===== config.mk =====
export PLATFORM = sky130hd
export DESIGN_NAME = lsu_align
export DESIGN_NICKNAME = d
export VERILOG_FILES = /design/src/rtl/lsu_pkg.sv /design/src/rtl/lsu_align_load_extract.sv /design/src/rtl/lsu_align.sv
export SDC_FILE = /design/constraint.sdc
export NUM_CORES = 1
export LEC_CHECK = 0
export CAP_MARGIN = 10
export CORE_MARGIN = 4
export CORE_UTILIZATION = 46
export DETAILED_ROUTE_END_ITERATION = 10
export GPL_ROUTABILITY_DRIVEN = 0
export PLACE_DENSITY_LB_ADDON = 0.2
export REMOVE_ABC_BUFFERS = 1
export SLEW_MARGIN = 0
export SYNTH_ARGS = -nofsm -noshare
export SYNTH_HDL_FRONTEND = slang
export SYNTH_SLANG_ARGS = --single-unit

===== constraint.sdc =====
create_clock -name clk -period 3.9 [get_ports clk]
set_input_delay 0.78 -clock clk [delete_from_list [all_inputs] [get_ports clk]]
set_output_delay 0.78 -clock clk [all_outputs]
set_load 0.02 [all_outputs]

===== src/rtl/lsu_pkg.sv =====
// Shared types and constants for the load/store alignment unit.
package lsu_pkg;

  localparam logic [2:0] F3_B  = 3'b000;
  localparam logic [2:0] F3_H  = 3'b001;
  localparam logic [2:0] F3_W  = 3'b010;
  localparam logic [2:0] F3_BU = 3'b100;
  localparam logic [2:0] F3_HU = 3'b101;

  typedef enum logic [1:0] {IDLE, ACC1, ACC2, LAST} lsu_state_t;

  typedef logic [3:0] be_t;

  // Byte-enable pattern for an access starting at lane 0.
  function automatic be_t base_be(input logic [2:0] funct3);
    case (funct3[1:0])
      2'b00:   base_be = 4'b0001;
      2'b01:   base_be = 4'b0011;
      default: base_be = 4'b1111;
    endcase
  endfunction

endpackage


===== src/rtl/lsu_align_load_extract.sv =====
// Merges one or two read words into the addressed bytes and applies load extension.
module load_extract
  import lsu_pkg::*;
(
  input  logic [31:0] word1,
  input  logic [31:0] word0,
  input  logic [1:0]  k,
  input  logic        split,
  input  logic [2:0]  funct3,
  output logic [31:0] rdata
);

  logic [63:0] pair;
  logic [31:0] merged;

  always_comb begin
    pair   = split ? {word1, word0} : {32'h0, word1};
    merged = 32'(pair >> {k, 3'b000});
    case (funct3)
      F3_B:    rdata = {{24{merged[7]}}, merged[7:0]};
      F3_BU:   rdata = {24'h0, merged[7:0]};
      F3_H:    rdata = {{16{merged[15]}}, merged[15:0]};
      F3_HU:   rdata = {16'h0, merged[15:0]};
      default: rdata = merged;
    endcase
  end

endmodule


===== src/rtl/lsu_align.sv =====
// Load/store alignment unit: byte-lane steering, misaligned split into two
// memory cycles, load merge/extension and one completion pulse per request.
module lsu_align
  import lsu_pkg::*;
#(
  parameter int DM_ADDRESS = 9,
  parameter int DATA_W     = 32
) (
  input  logic                    clk,
  input  logic                    rst_n,
  input  logic                    req_valid,
  output logic                    req_ready,
  input  logic                    req_we,
  input  logic [DM_ADDRESS-1:0]   req_addr,
  input  logic [DATA_W-1:0]       req_wdata,
  input  logic [2:0]              req_funct3,
  output logic                    resp_valid,
  output logic                    resp_err,
  output logic [DATA_W-1:0]       resp_rdata,
  output logic                    mem_re,
  output logic                    mem_we,
  output logic [DM_ADDRESS-3:0]   mem_waddr,
  output be_t                     mem_be,
  output logic [DATA_W-1:0]       mem_wdata,
  input  logic [DATA_W-1:0]       mem_rdata
);

  lsu_state_t state, state_nx;

  logic                  r_we, r_err;
  logic [DM_ADDRESS-1:0] r_addr;
  logic [31:0]           r_wdata;
  logic [2:0]            r_f3;
  logic [31:0]           word0;

  logic                  illegal_in, split;
  logic [1:0]            k;
  logic [2:0]            size;
  logic [DM_ADDRESS-3:0] waddr1, waddr2;
  logic [31:0]           rep, rot;
  logic [5:0]            sh;
  logic [31:0]           ext;

  assign req_ready = (state == IDLE) && rst_n;

  always_comb begin
    if (req_we)
      illegal_in = !(req_funct3 inside {F3_B, F3_H, F3_W});
    else
      illegal_in = !(req_funct3 inside {F3_B, F3_H, F3_W, F3_BU, F3_HU});
  end

  assign k      = r_addr[1:0];
  assign size   = (r_f3[1:0] == 2'b00) ? 3'd1 : (r_f3[1:0] == 2'b01) ? 3'd2 : 3'd4;
  assign split  = ({1'b0, k} + size) > 3'd4;
  assign waddr1 = r_addr[DM_ADDRESS-1:2];
  // Natural wrap: the top word is followed by word 0.
  assign waddr2 = waddr1 + {{(DM_ADDRESS-3){1'b0}}, 1'b1};
  assign sh     = {1'b0, k, 3'b000};

  always_comb begin
    case (r_f3[1:0])
      2'b00:   rep = {4{r_wdata[7:0]}};
      2'b01:   rep = {2{r_wdata[15:0]}};
      default: rep = r_wdata;
    endcase
    rot = (rep << sh) | (rep >> (6'd32 - sh));
  end

  load_extract u_extract (
    .word1  (mem_rdata),
    .word0  (word0),
    .k      (k),
    .split  (split),
    .funct3 (r_f3),
    .rdata  (ext)
  );

  always_ff @(posedge clk or negedge rst_n) begin
    if (!rst_n) state <= IDLE;
    else        state <= state_nx;
  end

  always_ff @(posedge clk or negedge rst_n) begin
    if (!rst_n) begin
      r_we    <= 1'b0;
      r_err   <= 1'b0;
      r_addr  <= '0;
      r_wdata <= '0;
      r_f3    <= '0;
      word0   <= '0;
    end else begin
      if (state == IDLE && req_valid) begin
        r_we    <= req_we;
        r_err   <= illegal_in;
        r_addr  <= req_addr;
        r_wdata <= req_wdata;
        r_f3    <= req_funct3;
      end
      if (state == ACC2 && !r_we) word0 <= mem_rdata;
    end
  end

  always_comb begin
    state_nx   = state;
    mem_re     = 1'b0;
    mem_we     = 1'b0;
    mem_waddr  = '0;
    mem_be     = '0;
    mem_wdata  = '0;
    resp_valid = 1'b0;
    resp_err   = 1'b0;
    resp_rdata = '0;
    case (state)
      IDLE: begin
        if (req_valid) state_nx = illegal_in ? LAST : ACC1;
      end
      ACC1: begin
        mem_waddr = waddr1;
        if (r_we) begin
          mem_we     = 1'b1;
          mem_be     = base_be(r_f3) << k;
          mem_wdata  = rot;
          resp_valid = !split;
        end else begin
          mem_re = 1'b1;
        end
        state_nx = split ? ACC2 : (r_we ? IDLE : LAST);
      end
      ACC2: begin
        mem_waddr = waddr2;
        if (r_we) begin
          mem_we     = 1'b1;
          mem_be     = base_be(r_f3) >> (3'd4 - {1'b0, k});
          mem_wdata  = rot;
          resp_valid = 1'b1;
          state_nx   = IDLE;
        end else begin
          mem_re   = 1'b1;
          state_nx = LAST;
        end
      end
      LAST: begin
        resp_valid = 1'b1;
        resp_err   = r_err;
        resp_rdata = r_err ? 32'h0 : ext;
        state_nx   = IDLE;
      end
      default: state_nx = IDLE;
    endcase
  end

endmodule

Word-level counts from Yosys, hierarchy flattened
Index checks and enable logic that the tools add are counted.

operators by class
  add/subtract/negate cells = 4
  $lt $le $gt $ge = 1
  equal/unequal tests = 12
  shifts and indexed selects = 5
  muxes and demuxes = 30
  bitwise gates (word level) = 1
  reduce and logical (&&, ||, !) cells = 14

operators by type and width
  operator                                                            count
  32-bit two-way mux                                                  4
  32-bit one-hot mux with 4 select lines                              1
  64-bit two-way mux                                                  1
  32-bit one-hot mux with 2 select lines                              1
  64-bit by 5-bit >> shifter with 32-bit output                       1
  32-bit OR                                                           1
  32-bit by 5-bit << shifter with 32-bit output                       1
  32-bit by 6-bit >> shifter with 32-bit output                       1
  4-bit two-way mux                                                   5
  4-bit one-hot mux with 2 select lines                               2
  7-bit one-hot mux with 2 select lines                               1
  3-bit == test (second input constant)                               4
  2-bit two-way mux                                                   4
  2-bit one-hot mux with 4 select lines                               1
  7-bit by 1-bit adder with 7-bit output (second input constant)      1
  1-bit two-way mux                                                   7
  3-bit by 1-bit == test with 1-bit output (second input constant)    2
  3-bit logical NOT                                                   2
  3-bit two-way mux                                                   2
  6-bit by 5-bit subtractor with 6-bit output (first input constant)  1
  5-bit nonzero test                                                  1
  2-bit by 1-bit == test with 1-bit output (second input constant)    2
  2-bit == test (second input constant)                               2
  1-bit logical NOT                                                   4
  other kinds (12)                                                    15

word-level totals
  register bits = 80
  input port bits = 80
  output and inout port bits = 80
  word-level logic and storage cells = 74

Logic depth before layout (Yosys ltp)
  word-level depth = 10
  mapped depth = 16

By module
From an unflattened synthesis, not the netlist that was laid out.

unflattened totals
  cells, all modules = 745
  area total of the unflattened synthesis = 7467.2 um2

modules (own cells, without submodules)
  module        instances  cells an instance  area an instance (um2)  sequential area each (um2)
  lsu_align     1          552                5581.6                  2001.9
  load_extract  1          193                1885.6                  0.0

Worst setup path before layout
No wires, ideal clock.

  kind = reg-to-output
  start point = register r_f3[1]
  end point = output resp_rdata[10]
  arrival = 3.358 ns
  required time = 3.120 ns
  path slack = -0.238 ns
  cell stages (with the launch flop) = 14
  path buffers = 5
  path through = dfrtp_1 buf_6 inv_2 buf_1 clkbuf_1 nand2_1 fa_1 xor2_2 nor2_4 buf_8 buf_4 nand2_1 a221o_1 o21ai_0

between the ends
  cells in the longest elaborated chain, start to end = 10
  elaborated cells on any way between the ends = 15

RTL lines
  element                                        RTL line                      source
  start: declaration                             lsu_align.sv:33               logic [2:0] r_f3;
  start signal: assignment                       lsu_align.sv:98               r_f3 <= req_funct3;
  2-bit by 1-bit == test with 1-bit output       lsu_align.sv:54               assign size = (r_f3[1:0] == 2'b00) ? 3'd1 : (r_f3[1:0] == 2'b01) ? 3'd2 : 3'd4;
  3-bit two-way mux (2 in series)                lsu_align.sv:54
  2-bit by 3-bit adder with 3-bit output         lsu_align.sv:55               assign split = ({1'b0, k} + size) > 3'd4;
  3-bit greater-than comparator                  lsu_align.sv:55
  64-bit two-way mux                             lsu_align_load_extract.sv:17  pair = split ? {word1, word0} : {32'h0, word1};
  64-bit by 5-bit >> shifter with 32-bit output  lsu_align_load_extract.sv:18  merged = 32'(pair >> {k, 3'b000});
  32-bit one-hot mux with 4 select lines (*)     lsu_align_load_extract.sv:19  case (funct3)
  32-bit two-way mux (*)                         lsu_align.sv:146              resp_rdata = r_err ? 32'h0 : ext;
  32-bit two-way mux (*)                         lsu_align.sv:114              case (state)
  end: declaration                               lsu_align.sv:19               output logic [DATA_W-1:0] resp_rdata,

Every way passes the cells marked *; elsewhere a longest branch is shown, timed or not.

Worst setup path in the final report
  start point = register r_f3[1]
  end point = output resp_rdata[23]

The elaborated chain is that of the path after synthesis.

==> run summary <==
outcome = finished, violations left
violations in the final reports = setup timing
Die Ht = 128.8 um
final design area excluding fillers = 9590 um2
WL met3 = 2261 um
end-of-flow core utilization = 68.04%
cts bufs inserted = 9
depth of the CTS H-tree = 3
Critical Path Start Type = register
final antenna diode count = 0
drc violations = 0
synth unique cells = 60
flop and latch count out of synthesis = 80
first-pass GRT wire length = 36410 um
post-layout min period = 3.963 ns
number of routed nets with antenna violations = 0
die width = 128.8 um
total congestion overflow = 0
initial core utilization = 47.63%
gate count after technology mapping = 710
Post-Syn Area = 6714 um2
worst skew pair latency = 0.35 ns
highest routed layer = met4
Hold Fails Final Rpt = 0
fraction of layout instances using a drive strength above 1 = 34.68%
number of enable flip-flop cells after synthesis = 0
register-to-register path setup slack = 1.45 ns
Max Clock Skew = 0.006270 ns
CP endpoint kind = primary output
CP arrival = 3.18 ns
destination of the worst register-to-register timing path = state[0]$_DFFE_PN0P_
pin count of the biggest net entering global routing = 79
routed via count divided by cell count = 6.476
hpwl dp = 14870 um
net count of the finished layout = 980
core area = 14100 um2
Global Route Usage Sum = 27.29%
WL per Instance = 22.14 um
Avg Inst Size Synth = 9.456 um2
routed length on met2 = 11290 um
final setup fails = 21
Syn. warnings = 0
Hold Slack = 0.2149 ns
number of primary I/O pins = 160
clock transition at the registers of the reported paths = 0.06 ns
die area = 16590 um2
Setup CP Type = register to primary output
Top FF cell, synth = sky130_fd_sc_hd__dfrtp_1
worst-case setup margin in the final layout = -0.06318 ns
normalized max-slew margin = 26.78%
cell row count = 43
Sinks on Clock Net = 80
total wire length after detailed routing = 23780 um
number of maximum-capacitance constraint violations = 0
count of routing violations after the opening detailed-route iteration = 735
sequential share of the synthesized area = 29.82%
IO Port Bufs = 159
Worst R2R Start = r_f3[1]$_DFFE_PN0P_
min-delay worst type = primary input to asynchronous set/reset pin
Final Slew Violations = 0
CTS Root Buffer Type = sky130_fd_sc_hd__clkbuf_16
Met1 Routed Length = 9433 um
first-pass iteration count of the detailed router = 6
antenna violations before repair = 0
TritonCTS clock tree = built
Fmax achieved = 252.3 MHz
total via count after detailed routing = 6955
CTS Buffer Depth = 2
Final Cycle Share = 101.6%
endpoint required time on the critical path = 3.12 ns
number of cells in the finished layout apart from fillers = 1074
fillcell total = 1063
critical-path maximum fanout = 4
Worst Tran Pin Value = 1.094 ns
total instance count after detailed placement = 1030
area growth from synthesis to layout = 42.84%
fraction of registers with async set or reset after synthesis = 100.0%
RSZ-0062 raised after global routing = yes
number of cells traversed by the worst register-to-register path = 12
placed instance area = 8551 um2
via count of the first global-routing pass = 7181
number of buffers inserted for hold repair after clock tree synthesis = 0
-- stage by stage --
| step | setup WS [ns] | setup TNS (ns) |
|---|---|---|
| after floorplan | -1.925 | -104.29 |
| after global placement | -0.2282 | -3.241 |
| after detailed placement | -0.3220 | -5.838 |
| after CTS | -0.03178 | -0.1100 |
| after global routing | -0.2065 | -3.586 |
| final | -0.06318 | -0.5764 |
-- synthesized netlist by cell type, types with 7 or more instances --
master / n / area (um2)
sky130_fd_sc_hd__a211oi_1: 13 / 97.59
sky130_fd_sc_hd__nand2_1: 70 / 262.8
sky130_fd_sc_hd__inv_1: 8 / 30.03
sky130_fd_sc_hd__a22oi_1: 7 / 52.55
sky130_fd_sc_hd__a221o_1: 7 / 70.07
sky130_fd_sc_hd__and2_1: 11 / 68.82
sky130_fd_sc_hd__o211ai_1: 9 / 67.56
sky130_fd_sc_hd__ha_1: 10 / 125.1
sky130_fd_sc_hd__mux2_2: 120 / 1351
sky130_fd_sc_hd__nand2b_1: 7 / 43.79
sky130_fd_sc_hd__o22ai_1: 14 / 87.58
sky130_fd_sc_hd__a32o_1: 7 / 70.07
sky130_fd_sc_hd__buf_1: 9 / 33.78
sky130_fd_sc_hd__nor2b_1: 9 / 56.30
sky130_fd_sc_hd__buf_2: 19 / 95.09
sky130_fd_sc_hd__mux2i_1: 44 / 440.4
sky130_fd_sc_hd__nand3_1: 19 / 95.09
sky130_fd_sc_hd__o21ai_0: 26 / 130.1
sky130_fd_sc_hd__nor2_1: 53 / 198.9
sky130_fd_sc_hd__a21oi_1: 44 / 220.2
sky130_fd_sc_hd__clkbuf_1: 25 / 93.84
sky130_fd_sc_hd__a221oi_1: 25 / 219.0
sky130_fd_sc_hd__dfrtp_1: 80 / 2002
-- registers in the layout, indices dropped and copies added, names as in the netlist --
| name | cells |
|---|---|
| r_addr | 9 |
| word0 | 32 |
| r_wdata | 32 |
| r_err | 1 |
| r_f3 | 3 |
| r_we | 1 |
| state | 2 |
-- area by class of cell --
cell class                 count  area [um2]  area share [%]
sequential                    80        2003           20.89
clock buffer                  11       252.7           2.635
inverter                      12       48.80          0.5088
tap                          180       225.2           2.348
clock inverter                 5       86.33          0.9002
multi-input combinational    558        4721           49.22
timing repair buffer         228        2253           23.50
-- critical path, cell delays in order (launching register included) --
cell and delay [ns]:
sky130_fd_sc_hd__dfrtp_1 0.37, sky130_fd_sc_hd__or2_1 0.26, sky130_fd_sc_hd__inv_2 0.09, sky130_fd_sc_hd__ha_4 0.12
sky130_fd_sc_hd__inv_2 0.03, sky130_fd_sc_hd__fa_2 0.45, sky130_fd_sc_hd__and2_4 0.18, sky130_fd_sc_hd__nor2_4 0.17
sky130_fd_sc_hd__buf_12 0.14, sky130_fd_sc_hd__mux4_2 0.50, sky130_fd_sc_hd__a221oi_2 0.28, sky130_fd_sc_hd__nor2_1 0.07
sky130_fd_sc_hd__buf_4 0.16
-- cell usage in the layout (no fill, tap or decap), types with 13 or more instances in the layout --
master and instances:
sky130_fd_sc_hd__buf_6 21, sky130_fd_sc_hd__nand2_1 67, sky130_fd_sc_hd__a221oi_1 13, sky130_fd_sc_hd__o21ai_0 18, sky130_fd_sc_hd__nor2_1 47, sky130_fd_sc_hd__mux2i_1 37
sky130_fd_sc_hd__mux2_2 120, sky130_fd_sc_hd__buf_4 66, sky130_fd_sc_hd__o22ai_1 13, sky130_fd_sc_hd__dlymetal6s2s_1 16, sky130_fd_sc_hd__a211oi_1 13, sky130_fd_sc_hd__clkdlybuf4s50_1 110
sky130_fd_sc_hd__nand3_1 18, sky130_fd_sc_hd__a21oi_1 37, sky130_fd_sc_hd__dfrtp_1 79
-- cells by family after synthesis --
group / count (synthesis) / synth area share (%)
compound gates: 183 / 18.97
simple gates: 182 / 12.13
mux: 174 / 30.32
flops: 80 / 29.82
buf+inv: 72 / 5.162
fa+ha+maj: 11 / 2.162
xor+xnor: 8 / 1.435
-- layer usage --
metal	up-vias	track usage, %
met5	-	0
met4	0	12.42
met3	96	4.525
met2	528	45.70
met1	3313	34.54
li1	3018	-
-- worst max-delay path by stage --
stage	from	endpoint	slack, ns	depth (start not counted)
floorplan	r_addr[0]$_DFFE_PN0P_	resp_rdata[24]	-1.92	7
global placement	r_f3[0]$_DFFE_PN0P_	resp_rdata[25]	-0.23	11
detailed placement	r_f3[0]$_DFFE_PN0P_	resp_rdata[25]	-0.32	11
CTS	r_f3[1]$_DFFE_PN0P_	resp_rdata[8]	-0.03	13
global route	r_f3[1]$_DFFE_PN0P_	resp_rdata[18]	-0.21	14
finish	r_f3[1]$_DFFE_PN0P_	resp_rdata[23]	-0.06	12
-- what timing repair did --
action                                  4_1_cts  5_1_grt
pin swaps                                     8       16
cloned                                        2        1
resized for setup                           177      114
buffers inserted                             18        8
endpoints found under the setup margin       43       50
Power is not shown: default switching activity piles up to over one toggle a cycle in this logic, so the estimate is an artifact.
